==> src/rtl/ctrl_pkg.sv <==
// ctrl_pkg: shared types and constants for the multi-cycle control sequencer.
// State encoding, opcode map, alu_op codes, the decoded control word and
// opcode-class helper functions.
package ctrl_pkg;

    typedef enum logic [2:0] {
        ST_FETCH  = 3'd0,
        ST_DECODE = 3'd1,
        ST_EXEC   = 3'd2,
        ST_MEM    = 3'd3,
        ST_WB     = 3'd4
    } state_t;

    localparam logic [3:0] OP_LD  = 4'b0000;
    localparam logic [3:0] OP_ST  = 4'b0001;
    localparam logic [3:0] OP_ADD = 4'b0010;
    localparam logic [3:0] OP_SUB = 4'b0011;
    localparam logic [3:0] OP_INV = 4'b0100;
    localparam logic [3:0] OP_LSL = 4'b0101;
    localparam logic [3:0] OP_LSR = 4'b0110;
    localparam logic [3:0] OP_AND = 4'b0111;
    localparam logic [3:0] OP_OR  = 4'b1000;
    localparam logic [3:0] OP_SLT = 4'b1001;
    localparam logic [3:0] OP_BEQ = 4'b1011;
    localparam logic [3:0] OP_BNE = 4'b1100;
    localparam logic [3:0] OP_JMP = 4'b1101;

    localparam logic [1:0] ALUOP_ADDR  = 2'b00;
    localparam logic [1:0] ALUOP_BR    = 2'b01;
    localparam logic [1:0] ALUOP_RTYPE = 2'b10;

    // Full set of datapath controls produced for one (state, opcode) pair
    typedef struct packed {
        logic       jump;
        logic       beq;
        logic       bne;
        logic       mem_read;
        logic       mem_write;
        logic       alu_src;
        logic       reg_dst;
        logic       mem_to_reg;
        logic       reg_write;
        logic [1:0] alu_op;
        logic       pc_write;
        logic       illegal_op;
    } ctrl_t;

    function automatic logic is_rtype(input logic [3:0] op);
        return (op >= OP_ADD) && (op <= OP_SLT);
    endfunction

    function automatic logic is_illegal(input logic [3:0] op);
        return (op == 4'b1010) || (op == 4'b1110) || (op == 4'b1111);
    endfunction

endpackage

==> src/rtl/ctrl_decode.sv <==
// ctrl_decode: pure combinational map from (state, latched opcode) to the
// Moore part of the control word. Input-dependent (Mealy) terms in MEM are
// added by the top level.
module ctrl_decode
    import ctrl_pkg::*;
(
    input  state_t     state,
    input  logic [3:0] op,
    output ctrl_t      ctl
);

    // Moore control word; anything not listed for a state stays 0
    always_comb begin
        ctl = '0;
        case (state)
            ST_DECODE: begin
                if (op == OP_JMP) begin
                    ctl.jump     = 1'b1;
                    ctl.pc_write = 1'b1;
                end else if (is_illegal(op)) begin
                    ctl.illegal_op = 1'b1;
                    ctl.pc_write   = 1'b1;
                end
            end
            ST_EXEC: begin
                if (is_rtype(op)) begin
                    ctl.alu_op = ALUOP_RTYPE;
                end else if (op == OP_LD || op == OP_ST) begin
                    ctl.alu_src = 1'b1;
                    ctl.alu_op  = ALUOP_ADDR;
                end else if (op == OP_BEQ) begin
                    ctl.beq      = 1'b1;
                    ctl.alu_op   = ALUOP_BR;
                    ctl.pc_write = 1'b1;
                end else if (op == OP_BNE) begin
                    ctl.bne      = 1'b1;
                    ctl.alu_op   = ALUOP_BR;
                    ctl.pc_write = 1'b1;
                end
            end
            ST_MEM: begin
                ctl.alu_src   = 1'b1;
                ctl.alu_op    = ALUOP_ADDR;
                ctl.mem_read  = (op == OP_LD);
                ctl.mem_write = (op == OP_ST);
            end
            ST_WB: begin
                ctl.reg_write = 1'b1;
                ctl.pc_write  = 1'b1;
                if (op == OP_LD) begin
                    ctl.mem_to_reg = 1'b1;
                end else if (is_rtype(op)) begin
                    ctl.reg_dst = 1'b1;
                    ctl.alu_op  = ALUOP_RTYPE;
                end
            end
            default: ctl = '0;
        endcase
    end

endmodule

==> src/rtl/control_sequencer.sv <==
// control_sequencer: multi-cycle FETCH/DECODE/EXEC/MEM/WB controller driving
// the datapath, with a bounded wait for data memory and a sticky timeout flag.
// Optional build macro CTRL_PERF_CNT_EN adds cycle_cnt / instr_cnt outputs.
module control_sequencer
    import ctrl_pkg::*;
#(
    parameter int MEM_WAIT_MAX = 15
`ifdef CTRL_PERF_CNT_EN
    ,
    parameter int CNT_W = 32
`endif
) (
    input  logic             clk,
    input  logic             rst_n,
    input  logic [3:0]       opcode,
    input  logic             mem_ready,
    output logic             jump,
    output logic             beq,
    output logic             bne,
    output logic             mem_read,
    output logic             mem_write,
    output logic             alu_src,
    output logic             reg_dst,
    output logic             mem_to_reg,
    output logic             reg_write,
    output logic [1:0]       alu_op,
    output logic             pc_write,
    output logic             illegal_op,
    output logic             mem_timeout,
    output logic [2:0]       state_o
`ifdef CTRL_PERF_CNT_EN
    ,
    output logic [CNT_W-1:0] cycle_cnt,
    output logic [CNT_W-1:0] instr_cnt
`endif
);

    // Last wait-counter value before the MEM access is abandoned
    localparam logic [7:0] WAIT_LAST = 8'(MEM_WAIT_MAX - 1);

    state_t     state;
    state_t     state_next;
    logic [3:0] op_q;
    logic [7:0] wait_cnt;
    logic       timeout_now;
    ctrl_t      dec;
    ctrl_t      ctl;

    ctrl_decode u_decode (
        .state (state),
        .op    (op_q),
        .ctl   (dec)
    );

    // A MEM cycle without mem_ready at the last permitted count aborts the access
    assign timeout_now = (state == ST_MEM) && !mem_ready && (wait_cnt == WAIT_LAST);

    // State register
    always_ff @(posedge clk) begin
        if (!rst_n) state <= ST_FETCH;
        else        state <= state_next;
    end

    // Next-state logic; unused encodings fall back to FETCH
    always_comb begin
        state_next = ST_FETCH;
        case (state)
            ST_FETCH:  state_next = ST_DECODE;
            ST_DECODE: begin
                if (op_q == OP_JMP || is_illegal(op_q)) state_next = ST_FETCH;
                else                                    state_next = ST_EXEC;
            end
            ST_EXEC: begin
                if (is_rtype(op_q))                      state_next = ST_WB;
                else if (op_q == OP_LD || op_q == OP_ST) state_next = ST_MEM;
                else                                     state_next = ST_FETCH;
            end
            ST_MEM: begin
                if (mem_ready) state_next = (op_q == OP_LD) ? ST_WB : ST_FETCH;
                else if (timeout_now) state_next = ST_FETCH;
                else                  state_next = ST_MEM;
            end
            ST_WB:   state_next = ST_FETCH;
            default: state_next = ST_FETCH;
        endcase
    end

    // Output logic: Moore decode plus the MEM-state store-complete and timeout terms;
    // everything is forced low while reset is asserted so an aborted instruction
    // never updates the PC or a register
    always_comb begin
        ctl = dec;
        if (state == ST_MEM) begin
            if (timeout_now) begin
                ctl.mem_read  = 1'b0;
                ctl.mem_write = 1'b0;
                ctl.pc_write  = 1'b1;
            end else if (mem_ready && op_q == OP_ST) begin
                ctl.pc_write = 1'b1;
            end
        end
        if (!rst_n) ctl = '0;
    end

    assign jump       = ctl.jump;
    assign beq        = ctl.beq;
    assign bne        = ctl.bne;
    assign mem_read   = ctl.mem_read;
    assign mem_write  = ctl.mem_write;
    assign alu_src    = ctl.alu_src;
    assign reg_dst    = ctl.reg_dst;
    assign mem_to_reg = ctl.mem_to_reg;
    assign reg_write  = ctl.reg_write;
    assign alu_op     = ctl.alu_op;
    assign pc_write   = ctl.pc_write;
    assign illegal_op = ctl.illegal_op;
    assign state_o    = state;

    // Opcode latch: captured on leaving FETCH, held for the rest of the instruction
    always_ff @(posedge clk) begin
        if (!rst_n)                 op_q <= 4'd0;
        else if (state == ST_FETCH) op_q <= opcode;
    end

    // Wait counter: zero outside MEM so every MEM entry starts from 0
    always_ff @(posedge clk) begin
        if (!rst_n || state != ST_MEM) wait_cnt <= 8'd0;
        else if (!mem_ready)           wait_cnt <= wait_cnt + 8'd1;
    end

    // Sticky timeout flag, cleared only by reset
    always_ff @(posedge clk) begin
        if (!rst_n)           mem_timeout <= 1'b0;
        else if (timeout_now) mem_timeout <= 1'b1;
    end

`ifdef CTRL_PERF_CNT_EN
    // Performance counters: free-running cycles and retired instructions (one per pc_write)
    always_ff @(posedge clk) begin
        if (!rst_n) begin
            cycle_cnt <= '0;
            instr_cnt <= '0;
        end else begin
            cycle_cnt <= cycle_cnt + 1'b1;
            if (ctl.pc_write) instr_cnt <= instr_cnt + 1'b1;
        end
    end
`endif

endmodule

==> config.mk <==
export PLATFORM = sky130hd
export DESIGN_NAME = control_sequencer
export DESIGN_NICKNAME = d
export VERILOG_FILES = /design/src/rtl/ctrl_pkg.sv /design/src/rtl/ctrl_decode.sv /design/src/rtl/control_sequencer.sv
export SDC_FILE = /design/constraint.sdc
export NUM_CORES = 1
export LEC_CHECK = 0
export CELL_PAD_IN_SITES_DETAIL_PLACEMENT = 0
export CELL_PAD_IN_SITES_GLOBAL_PLACEMENT = 2
export CORE_ASPECT_RATIO = 2
export CORE_MARGIN = 5
export CORE_UTILIZATION = 31
export CTS_CLUSTER_DIAMETER = 150
export DETAILED_ROUTE_END_ITERATION = 6
export PLACE_DENSITY = 0.93
export REMOVE_ABC_BUFFERS = 1
export SLEW_MARGIN = 20
export SYNTH_ARGS = -nofsm -noshare
export SYNTH_HDL_FRONTEND = slang
export SYNTH_HIERARCHICAL = 1
export SYNTH_SLANG_ARGS = --single-unit
==> constraint.sdc <==
create_clock -name clk -period 2.7 [get_ports clk]
set_input_delay 0.54 -clock clk [delete_from_list [all_inputs] [get_ports clk]]
set_output_delay 0.54 -clock clk [all_outputs]
set_load 0.005 [all_outputs]
Word-level counts from Yosys, hierarchy flattened
Index checks and enable logic that the tools add are counted.

word-level totals
  register bits = 16
  bits of input ports = 7
  output and inout port bits = 17
  logic and storage cells = 76

operators by class
  $add $sub $neg = 1
  magnitude comparators = 2
  equal/unequal tests = 13
  mux-type cells = 43
  reductions and logical operators = 13

operators with widths
  operator                                                           number
  2-to-1 mux 2 bit                                                   15
  == test 4 bit, second input constant                               6
  2-to-1 mux 1 bit                                                   18
  2-to-1 mux 3 bit                                                   5
  2-to-1 mux 13 bit                                                  1
  case mux 3 bit (4 select lines)                                    1
  adder 8 x 1 -> 8 bit, second input constant                        1
  == test 8 x 4 -> 1 bit, second input constant                      1
  == test 3 x 2 -> 1 bit, second input constant                      2
  logical OR 1 bit                                                   5
  == test 4 x 1 -> 1 bit, second input constant                      1
  greater-or-equal comparator 4 x 2 -> 1 bit, second input constant  1
  less-or-equal comparator 4 bit, second input constant              1
  logical AND 1 bit                                                  4
  logical NOT 4 bit                                                  1
  case mux 2 bit (2 select lines)                                    1
  == test 3 x 1 -> 1 bit, second input constant                      1
  == test 3 bit, second input constant                               1
  logical NOT 3 bit                                                  1
  != test 3 x 2 -> 1 bit, second input constant                      1
  case mux 1 bit (3 select lines)                                    1
  logical NOT 1 bit                                                  2
  case mux 1 bit (2 select lines)                                    1

Depth between registers and ports, before layout
  word-level depth = 10
  depth in mapped cells = 5
  depth with buffers taken out = 5

By module
The synthesis kept the hierarchy.

modules (own cells, without submodules)
  module             instances  cells each  area an instance (µm²)  seq. area each (µm²)
  control_sequencer  1          100         895.9                   320.3
  ctrl_decode        1          32          214.0                   0.0

Worst setup path after synthesis
Ideal clock, no wire load.

  kind = register to output
  from = reg state[2], in the netlist state_o[2]
  to = out pc_write
  arrival = 1.504 ns
  required time = 2.160 ns
  setup slack = 0.656 ns
  stages on the path, launching flop included = 5
  path buffers = 0
  cell sequence = dfxtp_1 -> nand4bb_2 -> a2bb2o_4 -> a221o_1 -> o31a_1

RTL lines
  what                    RTL line                 text
  start, declared         control_sequencer.sv:41  state_t state;
  start signal, assigned  control_sequencer.sv:61  else state <= state_next;
  end, declared           control_sequencer.sv:27  output logic pc_write,

==> flow_metrics.py <==
metrics = {
    "status": {
        "outcome": "completed",
    },
    "drt": {
        "vias": 1075,
        "drt_pass1_iterations": 4,
        "met1_length_um": 1008,
        "routed_wirelength_um": 2784,
        "drt-vias-per-instance": 5.095,
        "met3_length_um": 123,
        "drt-initial-drc-count": 23,
        "routed.top_layer": "met4",
        "wl_met2_um": 1613,
        "ant_nets": 0,
        "wl_per_cell_um": 13.19,
        "drc_errors": 0,
    },
    "timing": {
        "rsz0062_at_grt": "no",
        "tightest_slew_ns": 0.4374,
        "setup_viol": 0,
        "fin_crit_sh_pct": 96.53,
        "final.min_clock_period_ns": 2.606,
        "hold_viol": 0,
        "fmax_mhz": 383.7,
        "fin_ws_ns": 0.09363,
        "slew_viol_final": 0,
        "slew_headroom_pct": 70.68,
        "clock_skew_ns": 0.003058,
    },
    "worst_setup_path": {
        "crit_path_end_kind": "output port",
        "cp.required_ns": 2.16,
        "cp_max_fo": 8,
        "worst-setup-path-type": "register to output port",
        "critPathLaunchType": "register",
        "cp.arrival_ns": 2.07,
    },
    "yosys": {
        "synth_edf_count": 0,
        "synthArstFlopShare_pct": 0,
        "synth.distinct_cells": 47,
        "synth_area_mm2": 0.001110,
        "ys_seq_area_share_pct": 28.86,
        "yosys_warnings": 6,
        "yosys_register_bits": 16,
        "ys.flop_type": "dfxtp_1",
        "syn_inst": 132,
        "synth.avg_cell_area_um2": 8.408,
    },
    "layout": {
        "area_delta_synth_final_pct": 37.88,
        "diodes": 0,
        "fillerInstances": 345,
        "final_common_cell": "clkdlybuf4s50_1",
        "final_nets": 173,
        "mostFrequentLayoutCells": "clkdlybuf4s50_1, nor2_1, and2_1, dfxtp_1, buf_4",
        "layout-drive-gt1-share_pct": 17.79,
        "regArea_um2": 327.8,
        "multiInputGateArea_um2": 763.2,
        "final_cell_area_mm2": 0.001530,
    },
    "die": {
        "pin_count": 24,
        "row_count": 30,
        "die_h_um": 94.62,
        "fp.dieArea_mm2": 0.004949,
        "die_x_um": 52.31,
        "core_mm2": 0.003416,
        "start_util_pct": 32.49,
    },
    "clocking": {
        "cts_buffers": 3,
        "post_cts_buffers": 0,
        "cts_buffer_depth": 2,
        "cts_tree": "done",
        "worstSkewPairLatency_ns": 0.24,
        "clk_pin_slew_ns": 0.06,
        "postCtsHoldBufs": 0,
        "root_buffer": "clkbuf_8",
        "htreeDepth": 1,
        "cts_sinks": 16,
    },
    "power_and_ir_drop": {
        "pwr-share-seq_pct": 34.1,
        "p_leak_nw": 0.5857,
        "p_sw_share_pct": 33.69,
        "p_total_mw": 0.9122,
        "p_int_mw": 0.6048,
        "powerDensity_mw_per_mm2": 596.1,
        "clock_power_share_pct": 22.9,
        "power.switching_mw": 0.3073,
        "pwr-share-comb_pct": 43.1,
        "ir_worst_vdd_mv": 0.3628,
    },
    "global_route": {
        "grt_pass1_wl_um": 4374,
        "antenna_found_initial": 0,
        "grt_max_degree": 16,
        "track_usage_pct": 11.58,
        "grt.overflow.total": 0,
        "grt_pass1_vias": 1005,
    },
    "job": {
        "drv_cap": 0,
    },
    "place": {
        "post-dp-hpwl_um": 2221,
        "dpl_cell_area_mm2": 0.001430,
        "io_buffers": 23,
        "place_worst_setup_slack_ns": -0.07904,
        "gp_congestion": 0.7650,
    },
    "min_path": {
        "min_path_type": "register to register",
    },
}
[cells by family (layout without fill, tap and decap cells)]
kind of cell	after synthesis	in the layout	share of synthesized area [%]
AO/OA/AOI/OAI	22	22	14.32
XOR/XNOR	5	5	3.947
adder cells (fa/ha/maj)	2	2	2.254
buffers and inverters	10	41	5.073
flip-flops	16	16	28.86
multiplexers	5	5	4.510
AND/OR/NAND/NOR	72	72	41.04
[stage by stage]
| stage | hold slack, ns | util (%) | TNS (ns) | std cells |
|---|---|---|---|---|
| CTS | 0.4755 | 43.55 | 0 | 211 |
| detailed placement | 0.4599 | 41.87 | -0.1531 | 207 |
| finish | 0.4668 | 44.80 | 0 | 211 |
| global placement | 0.4483 | 41.87 | -0.1384 | 207 |
| floorplan | 0.4467 | - | 0 | 127 |
| global route | 0.4951 | 44.80 | 0 | 211 |
[sequential cells by signal, indices dropped and copies added, names as in the netlist]
register	cells
wait_cnt	8
op_q	4
mem_timeout	1
state_o	3
[Yosys cell counts, drive strengths merged (4+ instances only)]
| cell type | number | share of area [%] |
|---|---|---|
| or3 | 5 | 3.3 |
| nand2 | 7 | 2.4 |
| inv | 5 | 1.7 |
| and2 | 10 | 5.6 |
| nor2 | 11 | 3.7 |
| a21oi | 6 | 2.7 |
| dfxtp | 16 | 29 |
| nor3 | 7 | 3.6 |
| clkbuf | 4 | 2.4 |
| mux2i | 5 | 4.5 |
| o21ai | 4 | 1.8 |
| nand4b | 4 | 3.2 |
| nor2b | 7 | 3.9 |
[area by class of cell]
type / count / share of cell area [%]
Multi-Input combinational cell: 106 / 49.88
Sequential cell: 16 / 21.42
Timing Repair Buffer: 32 / 19.95
Tap cell: 48 / 3.925
Clock buffer: 4 / 3.598
Inverter: 5 / 1.226
[final timing paths]
check	start	end	slack, ns	depth (start not counted)
setup / recovery	state_o[1]	pc_write	0.09	5
hold / removal	mem_timeout	mem_timeout	0.47	1
setup reg to reg	wait_cnt[0]	wait_cnt[6]	1.27	4
hold reg to reg	mem_timeout	mem_timeout	0.47	1
[routing by layer]
layer / GRT usage (%) / vias to the layer above
li1: - / 536
met1: 10.42 / 510
met2: 23.86 / 25
met3: 1.106 / 4
met4: 5.117 / 0
met5: 0 / -
[power groups by stage]
| stage | Clock (mW) | Combinational (mW) | Sequential, mW |
|---|---|---|---|
| global route | 0.223 | 0.429 | 0.316 |
| global placement | 0 | 0.378 | 0.304 |
| floorplan | 0 | 0.199 | 0.334 |
| finish | 0.209 | 0.393 | 0.311 |
| detailed placement | 0 | 0.385 | 0.305 |
| CTS | 0.215 | 0.386 | 0.302 |
[repair_timing]
action	in CTS	in global routing
gates resized for setup	4	10
setup endpoints to repair	3	3
pin swaps	1	1
hold endpoints to repair	0	0
[worst max-delay path, cell delays in order (launching register included)]
cell and delay [ns]:
dfxtp_2 0.45, nor4bb_4 0.09, a2bb2o_4 0.22, a221o_1 0.32
o31a_1 0.30, clkdlybuf4s50_1 0.44
(Power assumes the default switching activity.)
